--- src/rtl/axi_route_pkg.sv ---
// ----------------------------------------------------------------------------
// axi_route_pkg
//   Shared types and width helpers for the AXI channel router.
//   - route_state_e : burst-lock FSM states (RT_IDLE, RT_LOCK)
//   - sel_w_of()    : select width for a given port count (one extra MSB so
//                     out-of-range decode-error codes can be expressed)
//   - dest_w_of()   : width of an in-range port index
// ----------------------------------------------------------------------------
package axi_route_pkg;

    typedef enum logic {
        RT_IDLE = 1'b0,
        RT_LOCK = 1'b1
    } route_state_e;

    localparam int DEF_NUM_OUT = 4;

    function automatic int sel_w_of(input int num_out);
        return $clog2(num_out) + 1;
    endfunction

    function automatic int dest_w_of(input int num_out);
        return (num_out > 1) ? $clog2(num_out) : 1;
    endfunction

endpackage

--- src/rtl/axi_route_slice.sv ---
// ----------------------------------------------------------------------------
// axi_route_slice
//   One-entry valid/ready output register used by axi_chan_router when the
//   registered output option (AXI_ROUTE_REG_EN) is built. Holds one beat
//   together with its destination port index.
// Ports
//   ACLK, ARESETn         clock / asynchronous active-low reset
//   in_valid/in_ready     upstream side of the register
//   in_dest/data/last     beat destination index and payload
//   out_ready             ready of the port addressed by buf_dest
//   buf_v/dest/data/last  registered beat presented to the ports
// ----------------------------------------------------------------------------
module axi_route_slice #(
    parameter int DATA_W = 32,
    parameter int DEST_W = 2
) (
    input  logic              ACLK,
    input  logic              ARESETn,
    input  logic              in_valid,
    output logic              in_ready,
    input  logic [DEST_W-1:0] in_dest,
    input  logic [DATA_W-1:0] in_data,
    input  logic              in_last,
    input  logic              out_ready,
    output logic              buf_v,
    output logic [DEST_W-1:0] buf_dest,
    output logic [DATA_W-1:0] buf_data,
    output logic              buf_last
);

    // Accept whenever the entry is empty or is being drained this cycle,
    // which keeps full throughput while the downstream port is ready.
    assign in_ready = ~buf_v | out_ready;

    always_ff @(posedge ACLK or negedge ARESETn) begin
        if (!ARESETn) begin
            buf_v <= 1'b0;
        end else if (in_ready) begin
            buf_v <= in_valid;
        end
    end

    // Payload is qualified by buf_v, so it needs no reset.
    always_ff @(posedge ACLK) begin
        if (in_valid && in_ready) begin
            buf_dest <= in_dest;
            buf_data <= in_data;
            buf_last <= in_last;
        end
    end

endmodule

--- src/rtl/axi_chan_router.sv ---
// ----------------------------------------------------------------------------
// axi_chan_router
//   1-to-NUM_OUT router for one AXI valid/ready channel. The destination is
//   taken from sel_i on the first beat of a burst and locked until the beat
//   carrying s_last, so bursts never split across ports. Selects >= NUM_OUT
//   are sunk (s_ready=1, no port valid) and flagged with a 1-cycle err_o.
//   Ports that are not selected drive valid/data/last = 0.
// Build option
//   AXI_ROUTE_REG_EN : insert a one-entry output register (1-cycle latency).
//                      Undefined: combinational s->m path (0-cycle latency).
// Ports
//   ACLK, ARESETn      clock / asynchronous active-low reset
//   sel_i              destination index, used only while idle
//   s_valid/s_ready    upstream handshake; s_data, s_last upstream beat
//   m_valid/m_ready    per-port handshake; m_data (port k at k*DATA_W), m_last
//   busy_o             route locked mid-burst
//   err_o              registered pulse after each sunk out-of-range beat
// ----------------------------------------------------------------------------
module axi_chan_router
    import axi_route_pkg::*;
#(
    parameter int NUM_OUT = DEF_NUM_OUT,
    parameter int DATA_W  = 32,
    parameter int SEL_W   = sel_w_of(NUM_OUT)
) (
    input  logic                      ACLK,
    input  logic                      ARESETn,
    input  logic [SEL_W-1:0]          sel_i,
    input  logic                      s_valid,
    output logic                      s_ready,
    input  logic [DATA_W-1:0]         s_data,
    input  logic                      s_last,
    output logic [NUM_OUT-1:0]        m_valid,
    input  logic [NUM_OUT-1:0]        m_ready,
    output logic [NUM_OUT*DATA_W-1:0] m_data,
    output logic [NUM_OUT-1:0]        m_last,
    output logic                      busy_o,
    output logic                      err_o
);

    localparam int               DEST_W     = dest_w_of(NUM_OUT);
    localparam logic [SEL_W-1:0] PORT_LIMIT = SEL_W'(NUM_OUT);

    route_state_e     state_q;
    logic [SEL_W-1:0] route_q;
    logic [SEL_W-1:0] route;
    logic             in_range;
    logic             hs;

    // While idle the select is used directly so single beats cost no cycle.
    assign route    = (state_q == RT_LOCK) ? route_q : sel_i;
    assign in_range = (route < PORT_LIMIT);
    assign hs       = s_valid & s_ready;
    assign busy_o   = (state_q == RT_LOCK);

    // Lock FSM advances on upstream handshakes only.
    always_ff @(posedge ACLK or negedge ARESETn) begin
        if (!ARESETn) begin
            state_q <= RT_IDLE;
            route_q <= '0;
            err_o   <= 1'b0;
        end else begin
            err_o <= hs & ~in_range;
            if (hs) begin
                if (state_q == RT_IDLE) begin
                    if (!s_last) begin
                        state_q <= RT_LOCK;
                        route_q <= sel_i;
                    end
                end else if (s_last) begin
                    state_q <= RT_IDLE;
                end
            end
        end
    end

`ifdef AXI_ROUTE_REG_EN
    logic              slice_in_ready;
    logic              buf_v;
    logic [DEST_W-1:0] buf_dest;
    logic [DATA_W-1:0] buf_data;
    logic              buf_last;
    logic [NUM_OUT-1:0] buf_oh;
    logic              buf_ready;

    // Sunk beats are kept out of the register by gating in_valid.
    axi_route_slice #(
        .DATA_W (DATA_W),
        .DEST_W (DEST_W)
    ) u_slice (
        .ACLK      (ACLK),
        .ARESETn   (ARESETn),
        .in_valid  (s_valid & in_range),
        .in_ready  (slice_in_ready),
        .in_dest   (route[DEST_W-1:0]),
        .in_data   (s_data),
        .in_last   (s_last),
        .out_ready (buf_ready),
        .buf_v     (buf_v),
        .buf_dest  (buf_dest),
        .buf_data  (buf_data),
        .buf_last  (buf_last)
    );

    always_comb begin
        buf_oh = '0;
        for (int k = 0; k < NUM_OUT; k++) begin
            buf_oh[k] = buf_v && (buf_dest == DEST_W'(k));
        end
    end

    assign buf_ready = |(m_ready & buf_oh);
    assign s_ready   = ARESETn & (in_range ? slice_in_ready : 1'b1);

    always_comb begin
        m_valid = '0;
        m_data  = '0;
        m_last  = '0;
        for (int k = 0; k < NUM_OUT; k++) begin
            m_valid[k] = buf_oh[k];
            if (buf_oh[k]) begin
                m_data[k*DATA_W +: DATA_W] = buf_data;
                m_last[k]                  = buf_last;
            end
        end
    end
`else
    logic [NUM_OUT-1:0] route_oh;

    // One-hot port enable; forced to zero in reset so nothing leaks out.
    always_comb begin
        route_oh = '0;
        for (int k = 0; k < NUM_OUT; k++) begin
            route_oh[k] = ARESETn && in_range && (route == SEL_W'(k));
        end
    end

    assign s_ready = ARESETn & (in_range ? |(m_ready & route_oh) : 1'b1);

    always_comb begin
        m_valid = '0;
        m_data  = '0;
        m_last  = '0;
        for (int k = 0; k < NUM_OUT; k++) begin
            m_valid[k] = route_oh[k] & s_valid;
            if (route_oh[k]) begin
                m_data[k*DATA_W +: DATA_W] = s_data;
                m_last[k]                  = s_last;
            end
        end
    end
`endif

endmodule
--- config.mk ---
export PLATFORM = sky130hd
export DESIGN_NAME = axi_chan_router
export DESIGN_NICKNAME = d
export VERILOG_FILES = /design/src/rtl/axi_route_pkg.sv /design/src/rtl/axi_route_slice.sv /design/src/rtl/axi_chan_router.sv
export SDC_FILE = /design/constraint.sdc
export NUM_CORES = 1
export LEC_CHECK = 0
export BUFFER_PORTS_ARGS = -buffer_cell sky130_fd_sc_hd__buf_2
export CORE_AREA = 2 2 71 73
export DETAILED_ROUTE_END_ITERATION = 16
export DIE_AREA = 0 0 73 75
export MAX_ROUTING_LAYER = met4
export PLACE_DENSITY = 0.77
export RECOVER_POWER = 25
export SLEW_MARGIN = 25
export SYNTH_ARGS = -nofsm -noshare
export SYNTH_HDL_FRONTEND = slang
export SYNTH_SLANG_ARGS = --single-unit
--- constraint.sdc ---
create_clock -name ACLK -period 3 [get_ports ACLK]
set_clock_uncertainty 0.15 [all_clocks]
set_input_delay 0 -clock ACLK [delete_from_list [all_inputs] [get_ports ACLK]]
set_output_delay 0 -clock ACLK [all_outputs]
set_load 0.01 [all_outputs]
Word-level counts from Yosys, hierarchy flattened

Cells that the tools add are included.

Register bits after elaboration: 5
Bits of input ports: 43
Output and inout port bits: 139

$lt $le $gt $ge: 1
Equality and inequality tests: 3
Mux-type cells: 11
Bitwise gates (word level): 11
Reductions and logical operators: 8

Operators by type and width:

| kind                 | count |
|---|---|
| $mux W32             | 4 |
| $and A1 B1 Y1        | 7 |
| $eq A3 B2 Y1 const B | 2 |
| $mux W1              | 6 |
| $logic_and A1 B1 Y1  | 5 |
| $and A4 B4 Y4        | 1 |
| $reduce_or A4 Y1     | 1 |
| $eq A3 B1 Y1 const B | 1 |
| $logic_not A3 Y1     | 1 |
| $lt A3 B3 Y1 const B | 1 |
| $mux W3              | 1 |
| $not A1 Y1           | 3 |
| $reduce_and A3 Y1    | 1 |

Longest topological paths before layout

Gate-level depths: netlist (run 1).

Depth after elaboration: 10
Depth in mapped cells: 6
Mapped depth without buffers: 5

Least setup slack after synthesis (run 1)

Ideal clock, no wire load.

Path kind: flip-flop to flip-flop
Start: register state_q (netlist: busy_o)
End: register route_q[0]
Setup time: 0.128 ns
Data arrival time: 1.605 ns
Path slack: 1.117 ns
Cell stages (with the launch flop): 7
Path buffers: 1
Cells stage by stage: dfrtp_1 -> buf_6 -> and3b_2 -> o21ai_2 -> o221ai_2 -> o21ai_2 -> mux2_1

Longest elaborated chain between the ends: 10
Elaborated cells on any way between the ends: 18
Classes of those cells: 1 x order compare; 3 x eq/ne; 2 x mux; 4 x bitwise; 8 x reduce/logical

Ends and longest elaborated chain:

| item                                 | RTL line               | RTL |
|---|---|---|
| start, declared                      | axi_chan_router.sv:44  | `route_state_e state_q;` |
| start signal, assigned               | axi_chan_router.sv:59  | `state_q <= RT_IDLE;` |
| start signal, assigned               | axi_chan_router.sv:67  | `state_q <= RT_LOCK;` |
| start signal, assigned               | axi_chan_router.sv:71  | `state_q <= RT_IDLE;` |
| $mux W3                              | axi_chan_router.sv:51  | `assign route = (state_q == RT_LOCK) ? route_q : sel_i;` |
| $lt A3 B3 Y1                         | axi_chan_router.sv:52  | `assign in_range = (route < PORT_LIMIT);` |
| $logic_and A1 B1 Y1 (2 in series)    | axi_chan_router.sv:134 | `route_oh[k] = ARESETn && in_range && (route == SEL_W'(k));` |
| $and A4 B4 Y4                        | axi_chan_router.sv:138 | `assign s_ready = ARESETn & (in_range ? \|(m_ready & route_oh) : 1'b1);` |
| $reduce_or A4 Y1                     | axi_chan_router.sv:138 |  |
| $mux W1                              | axi_chan_router.sv:138 |  |
| $and A1 B1 Y1                        | axi_chan_router.sv:138 |  |
| $and A1 B1 Y1                        | axi_chan_router.sv:53  | `assign hs = s_valid & s_ready;` |
| $reduce_and A3 Y1 (no source line) * | n/a                    |  |
| end signal, assigned                 | axi_chan_router.sv:68  | `route_q <= sel_i;` |
| end, declared                        | axi_chan_router.sv:45  | `logic [SEL_W-1:0] route_q;` |

Every way passes the cells marked *; elsewhere a longest branch is shown, timed or not.
A chain may end at the register's enable or synchronous reset.

Final worst setup path (run 1)

Start: input ARESETn
End: output m_data[0]

Longest elaborated chain between the ends: 3

Ends and longest elaborated chain:

| item                              | RTL line               | RTL |
|---|---|---|
| start, declared                   | axi_chan_router.sv:27  | `input logic ARESETn,` |
| $logic_and A1 B1 Y1 (2 in series) | axi_chan_router.sv:134 |  |
| $mux W32                          | axi_chan_router.sv:146 | `if (route_oh[k]) begin` |
| end, declared                     | axi_chan_router.sv:35  | `output logic [NUM_OUT*DATA_W-1:0] m_data,` |

No other way between the ends.

==> results of run 1 <==
-- synthesized netlist by cell type, types with 2 or more instances --
cell and number:
sky130_fd_sc_hd__nor3_1 2, sky130_fd_sc_hd__mux2_1 3, sky130_fd_sc_hd__clkbuf_1 12, sky130_fd_sc_hd__dfrtp_1 5, sky130_fd_sc_hd__nand2_1 5, sky130_fd_sc_hd__o21ai_2 3
sky130_fd_sc_hd__and2_1 136, sky130_fd_sc_hd__mux2i_1 3, sky130_fd_sc_hd__nor2_1 5, sky130_fd_sc_hd__nor3b_1 2
-- cells in the final DEF (no fill, tap or decap) --
master / instances
sky130_fd_sc_hd__buf_2: 156
sky130_fd_sc_hd__and2_1: 134
sky130_fd_sc_hd__clkbuf_1: 26
sky130_fd_sc_hd__dlygate4sd3_1: 6
sky130_fd_sc_hd__nand2_1: 5
sky130_fd_sc_hd__dfrtp_1: 5
sky130_fd_sc_hd__nor2_2: 4
sky130_fd_sc_hd__mux2i_1: 3
sky130_fd_sc_hd__mux2_1: 3
sky130_fd_sc_hd__clkbuf_8: 3
sky130_fd_sc_hd__buf_4: 3
sky130_fd_sc_hd__nor3b_1: 2
sky130_fd_sc_hd__nor3_1: 2
sky130_fd_sc_hd__o21ai_2: 2
sky130_fd_sc_hd__and2_0: 2
sky130_fd_sc_hd__mux2_2: 1
sky130_fd_sc_hd__o21ai_0: 1
sky130_fd_sc_hd__and3b_2: 1
sky130_fd_sc_hd__o22ai_2: 1
sky130_fd_sc_hd__o221ai_1: 1
sky130_fd_sc_hd__o21a_1: 1
sky130_fd_sc_hd__nor2_1: 1
sky130_fd_sc_hd__inv_1: 1
sky130_fd_sc_hd__o21bai_1: 1
-- path summary, 6_finish.rpt --
path,to,slack (ns)
min reg2reg,route_q[1],0.36
min in group ACLK,m_data[117],0.16
min,err_o,0.09
max reg2reg,route_q[2],0.63
max in group asynchronous,route_q[1],2.29
max,m_data[0],0.49
-- cell families (layout without fill, tap and decap cells) --
logic type / count (synthesis) / in the layout / share of synthesized area, %
and+or+nand+nor: 151 / 151 / 73.7
buffers and inverters: 14 / 195 / 4.79
AOI/OAI and AO/OA: 7 / 7 / 5.49
muxes: 7 / 7 / 5.99
DFF: 5 / 5 / 9.99
-- through the flow --
| stage | total power [mW] | instances | setup WS (ns) | utilization (%) |
|---|---|---|---|---|
| floorplan | 0.616 | 184 | 1.12 | - |
| global placement | 0.933 | 409 | 0.848 | 47.2 |
| detailed placement | 0.942 | 409 | 0.793 | 47.2 |
| CTS | 1.08 | 419 | 0.552 | 49.5 |
| global route | 1.13 | 419 | 0.254 | 48.6 |
| finish | 1.05 | 419 | 0.494 | 48.6 |
-- area by class of cell --
class,instances,area [um2]
Timing Repair Buffer,190,957
Clock buffer,4,45.0
Fill cell,456,2390
Tap cell,54,67.6
Sequential cell,5,125
Multi-Input combinational cell,165,1070
Inverter,1,3.75
-- layer usage --
metal	GRT usage, %	vias to the layer above	share of wire [%]
li1	-	926	-
met1	18.2	780	40
met2	31.3	116	52
met3	1.20	5	7.5
met4	3.70	0	0.82
met5	-	-	0
-- report_power, final --
part	total [mW]	leakage, nW	internal [mW]	switching, mW
combinational	0.788	1.35	0.347	0.441
sequential	0.134	0.0625	0.0970	0.0365
clock	0.127	0.0228	0.0914	0.0353
total	1.05	1.44	0.535	0.513
-- worst max-delay path, stage by stage --
cell                            delay, ns
sky130_fd_sc_hd__dlygate4sd3_1       0.52
sky130_fd_sc_hd__clkbuf_1            0.37
sky130_fd_sc_hd__o21ai_0             0.36
sky130_fd_sc_hd__nor2_2              0.49
sky130_fd_sc_hd__buf_4               0.31
sky130_fd_sc_hd__and2_1              0.16
sky130_fd_sc_hd__buf_2               0.13
-- repair_timing --
item,in CTS,in global routing
buffers inserted,0,0
endpoints found under the hold margin,10,0
hold buffers,6,0
-- state kept, by name, indices dropped and copies added (netlist names) --
| signal | cells |
|---|---|
| busy_o | 1 |
| err_o | 1 |
| route_q | 3 |
==> metrics, run 1 <==
path type of the worst setup path=in2out; Setup Viol. Count Final=0; placed cell areas=2200 um2; shortest period the worst path allows=2.51 ns; Starting DRT DRC Count=59; die outline height=75 um; placed wire-length estimate=about 4000 um; Total Routed Length=roughly 5100 um; routability-driven placement congestion ratio=approximately 0.89; endpoint kind of the worst setup timing path=output port; final instance area=2270 um2; Via-to-Cell Ratio=approximately 4.4; cell taking the most area after synthesis=sky130_fd_sc_hd__and2_1; Yosys reg bits=5; setup repair after global routing missed its margin=false; share of the yosys chip area belonging to registers=9.99%; clock tree from TritonCTS=done; result of the run=completed; type of the worst min-delay path=in2async; aggregate global-route resource usage=between 10% and 20%; Synth Flop Type=sky130_fd_sc_hd__dfrtp_1; post-synthesis async set-or-reset flop share=100%; maximum achievable frequency=399 MHz; post-synthesis cell count=184; placeable core area=4660 um2; Max H-tree Level=1; post-synth top area share=67.9%; Synthesized Nets=227; port buffer count=181; post-cts repair resize count=0; Cell variety after synth=18; layout-stage area growth over the synthesis result=80.9%; leading post-synthesis cells by cell area=sky130_fd_sc_hd__and2_1 (68%), sky130_fd_sc_hd__dfrtp_1 (10%), sky130_fd_sc_hd__clkbuf_1 (3.6%); period utilisation layout=83.5%; clock latency reported for the late side of the worst-skew pair=0.22 ns; TritonCTS Buffers=3; number of clock sinks seen by CTS=5; initial antenna violation count=0; vias in the first global route=1496; P per Cell Area=463 nW/um2; endpoint arrival time on the critical path=2.36 ns; Hold Slack=0.0928 ns; Slew HR=around 30%; Post-Syn Area per Cell=6.81 um2; FF-to-FF path depth=5; standard-cell row count=25; total die area=approximately 5500 um2; initial core utilization=a little over a quarter; synthesized cell area=1250 um2; routed length per instance=12.2 um; largest buffer count on any clock path=2; cell at the root of the clock tree=sky130_fd_sc_hd__clkbuf_8; clock slew at the register clock pins of the worst setup and hold paths=approximately 0.040 ns; Max Transition Viols Final=0; first-pass detailed-route iteration total=4; final net count=409; crit path max fanout=20; required time of the worst setup path=2.85 ns; share of final-layout standard cells stronger than drive strength 1=46.8%; kind of start point of the critical path=input port; Max Cap Violations=0; Hold Violations, Final=0; EDFF count, synth=0; maximum vdd ir drop=173 uV; leak pwr=1.44 nW; Worst-Margin Slew=1.05 ns; via count=1827; setup TNS=0 ns; Horiz. Die Dim=between 70 and 80 um; residual DRC count=0; startpoint of the most critical register-to-register path=busy_o; source of the critical timing path=ARESETn; number of diodes=0; Yosys warning total=0; global-route wire length before repair=~6900 um; largest net degree at the start of global routing=35; grt total ovfl=0; remaining antenna violation count after routing=0; boundary pin count=182
Power figures use the tool's default switching activity.
==> inputs of run 2 (changes only) <==
--- a/config.mk
+++ b/config.mk
@@ -5,12 +5,13 @@
 export SDC_FILE = /design/constraint.sdc
 export NUM_CORES = 1
 export LEC_CHECK = 0
+export ABC_AREA = 1
 export BUFFER_PORTS_ARGS = -buffer_cell sky130_fd_sc_hd__buf_2
-export CORE_AREA = 2 2 71 73
+export CORE_AREA = 2 2 70 72
 export DETAILED_ROUTE_END_ITERATION = 16
-export DIE_AREA = 0 0 73 75
+export DIE_AREA = 0 0 72 74
 export MAX_ROUTING_LAYER = met4
-export PLACE_DENSITY = 0.77
+export PLACE_DENSITY = 0.76
 export RECOVER_POWER = 25
 export SLEW_MARGIN = 25
 export SYNTH_ARGS = -nofsm -noshare
==> constraint.sdc (replaced) <==
create_clock -name ACLK -period 2.45 [get_ports ACLK]
set_clock_uncertainty 0.15 [all_clocks]
set_input_delay 0 -clock ACLK [delete_from_list [all_inputs] [get_ports ACLK]]
set_output_delay 0 -clock ACLK [all_outputs]
set_load 0.01 [all_outputs]
==> run 2 against run 1 <==
  * Core utilization fell by 0.64 points
  * Design area fell by 2.7%
  * Clock power rose by 17%
  * Global-route usage rose by 1.7 points
  * Non-clock buffer count rose by 5
  * Sequential cell count did not move
  * Synthesized cell count rose by 37%
  * Sequential power rose by 19%
  * Hold slack improved by 0.11 ns
  * Sequential share of layout area rose by 0.15 points
  * Critical path depth rose by 3
  * Clock-buffer cell count did not move
==> metrics, run 2 <==
standard-cell row count=25; WHS Endpoint=m_data[88]; clock tree from TritonCTS=done; maximum achievable frequency=440 MHz; largest buffer count on any clock path=2; Slew HR=about 60%; Total Routed Length=5490 um; placed wire-length estimate=4310 um; top cells by count, synth=sky130_fd_sc_hd__nor2_1 (141), sky130_fd_sc_hd__inv_1 (42), sky130_fd_sc_hd__nand2_1 (30), sky130_fd_sc_hd__buf_2 (9), sky130_fd_sc_hd__nand3_1 (7); Yosys warning total=0; R2R Path End=route_q[2]; largest stage delay on the critical path=0.56 ns; net switching power=0.797 mW; setup TNS=0 ns; cell with the most instances after synthesis=sky130_fd_sc_hd__nor2_1; period utilisation layout=92.7%; residual DRC count=0; synthesized cell area=1140 um2; crit path max-delay cell type=sky130_fd_sc_hd__dlygate4sd3_1; post-synthesis async set-or-reset flop share=100%; Power Total=approximately 1.4 mW; endpoint kind of the worst setup timing path=flop; number of clock sinks seen by CTS=5; relative contribution of combinational cells to total power=78.2%; required time of the worst setup path=roughly 2.4 ns; post-cts repair resize count=0; setup repair after global routing missed its margin=false; Cell variety after synth=15; via count=between 2000 and 2500; grt total ovfl=0; Via-to-Cell Ratio=4.26; total die area=5330 um2; largest register by flop count=route_q; Synth Flop Type=sky130_fd_sc_hd__dfrtp_1; Max Cap Violations=0; leak pwr=between 1.5 and 2 nW; global-route wire length before repair=7490 um; Max H-tree Level=1; type of the worst min-delay path=in2out; Horiz. Die Dim=just over 70 um; clock latency reported for the late side of the worst-skew pair=0.22 ns; most used cells in the layout excluding fill and tap cells=sky130_fd_sc_hd__buf_2 (153), sky130_fd_sc_hd__nor2_1 (141), sky130_fd_sc_hd__inv_1 (42); path type of the worst setup path=reg2reg; largest net degree at the start of global routing=35; share of the yosys chip area belonging to registers=11.0%; Setup Viol. Count Final=0; initial core utilization=24.8%; post-synthesis cell count=~250; Worst-Margin Slew=slightly below 0.6 ns; clock slew at the register clock pins of the worst setup and hold paths=~0.03 ns; EDFF count, synth=0; Yosys reg bits=5; kind of start point of the critical path=flop; crit path max fanout=9; clock network power share=between 10% and 20%; Synthesized Nets=295; ordered cell list for the critical path=nand2_1, nand2_4, nor2_8, nand3_1, nand3_1, nor2_2, nor2_8, nand4_1, dlygate4sd3_1, nand2_1; fraction of power spent switching nets=56.1%; final net count=481; Int Power=0.624 mW; power share of the sequential group=11.3%; startpoint of the lowest-slack hold path=s_data[24]; remaining antenna violation count after routing=0; P per Cell Area=roughly 640 nW/um2; boundary pin count=182; first-pass detailed-route iteration total=4; vias in the first global route=1563; source of the critical timing path=busy_o; startpoint of the most critical register-to-register path=busy_o; share of the core filled with cells in the final layout=48.0%; maximum vdd ir drop=481 uV; shortest period the worst path allows=2.27 ns; most common library cell in the layout ignoring fill and taps=sky130_fd_sc_hd__buf_2; result of the run=completed; share of final-layout standard cells stronger than drive strength 1=38.4%; endpoint arrival time on the critical path=2.22 ns; routability-driven placement congestion ratio=0.840; placeable core area=between 4000 and 5000 um2; leading post-synthesis cells by cell area=sky130_fd_sc_hd__nor2_1 (46%), sky130_fd_sc_hd__inv_1 (14%), sky130_fd_sc_hd__dfrtp_1 (11%); flop2flop setup slack=0.18 ns; Hold Slack=0.203 ns; Hold Violations, Final=0; Post-Syn Area per Cell=4.52 um2; crit-path leading delay family=simple AND/OR/NAND/NOR gates; Starting DRT DRC Count=61; number of buffers and inverters on the critical path=1; port buffer count=181; TritonCTS Buffers=3; routed length per instance=roughly 11 um; FF-to-FF path depth=10; cell taking the most area after synthesis=sky130_fd_sc_hd__nor2_1; layout-stage area growth over the synthesis result=93.5%; initial antenna violation count=2; Max Transition Viols Final=0; flip-flop count of the largest register after layout=3; die outline height=74 um; cell at the root of the clock tree=sky130_fd_sc_hd__clkbuf_8; aggregate global-route resource usage=18.0%; number of filler instances in the final layout=around 510; cell depth of the worst min-delay path=4; post-synth top area share=approximately 46%
-- run 2: changes by cell type after synthesis, moves of 8 or more --
cell / change
sky130_fd_sc_hd__and2_1: -136
sky130_fd_sc_hd__nor2_1: +136
sky130_fd_sc_hd__clkbuf_1: -8
sky130_fd_sc_hd__inv_1: +41
sky130_fd_sc_hd__buf_2: +9
sky130_fd_sc_hd__nand2_1: +25
-- run 2: how the worst max path moves through the flow --
stage,to,depth (start not counted)
global route,route_q[0],10
floorplan,busy_o,11
detailed placement,m_data[61],8
global placement,m_data[59],8
CTS,route_q[0],10
finish,route_q[2],10
-- run 2: cell families (layout without fill, tap and decap cells) --
| family | count (synthesis) | after routing | synth area share [%] |
|---|---|---|---|
| other cells | 0 | 2 | 0 |
| simple gates | 188 | 188 | 67.7 |
| flops | 5 | 5 | 11.0 |
| buf+inv | 59 | 244 | 21.3 |
-- run 2: what timing repair did --
item                                   CTS  global route
endpoints found under the hold margin   10             0
hold buffers                            10             0
buffers inserted                         0             0
-- run 2: routing by layer --
layer | wire [um] | GRT usage [%]
met5 | 0 | -
met4 | 46 | 2.31
met3 | 473 | 3.79
met2 | 2710 | 31.0
met1 | 2260 | 22.3
-- run 2: worst min-delay path: stages --
cell and delay [ns]:
sky130_fd_sc_hd__buf_2 0.07, sky130_fd_sc_hd__inv_1 0.06, sky130_fd_sc_hd__nor2_1 0.09, sky130_fd_sc_hd__buf_2 0.13
-- run 2: through the flow --
step,std cells,setup slack (ns),cell area [um2]
after floorplan,252,0.819,1140
after global placement,477,0.685,2100
after detailed placement,477,0.642,2100
after CTS,491,0.203,2240
after global routing,493,0.00650,2210
final,493,0.178,2210
-- run 2: power groups by stage --
stage | clock network [mW] | logic (mW) | registers (mW)
after floorplan | 0 | 0.713 | 0.143
after global placement | 0 | 1.12 | 0.155
after detailed placement | 0 | 1.12 | 0.159
after CTS | 0.154 | 1.14 | 0.159
after global routing | 0.161 | 1.24 | 0.164
final | 0.149 | 1.11 | 0.160
-- run 2: layout make-up --
class | instances | area [um2] | area share [%]
clock buffer | 4 | 45.0 | 2.04
inverter | 45 | 171 | 7.77
antenna | 2 | 5.00 | 0.227
multi-input combinational | 188 | 772 | 35.0
sequential | 5 | 125 | 5.67
timing repair buffer | 195 | 1020 | 46.2
tap | 54 | 67.6 | 3.06
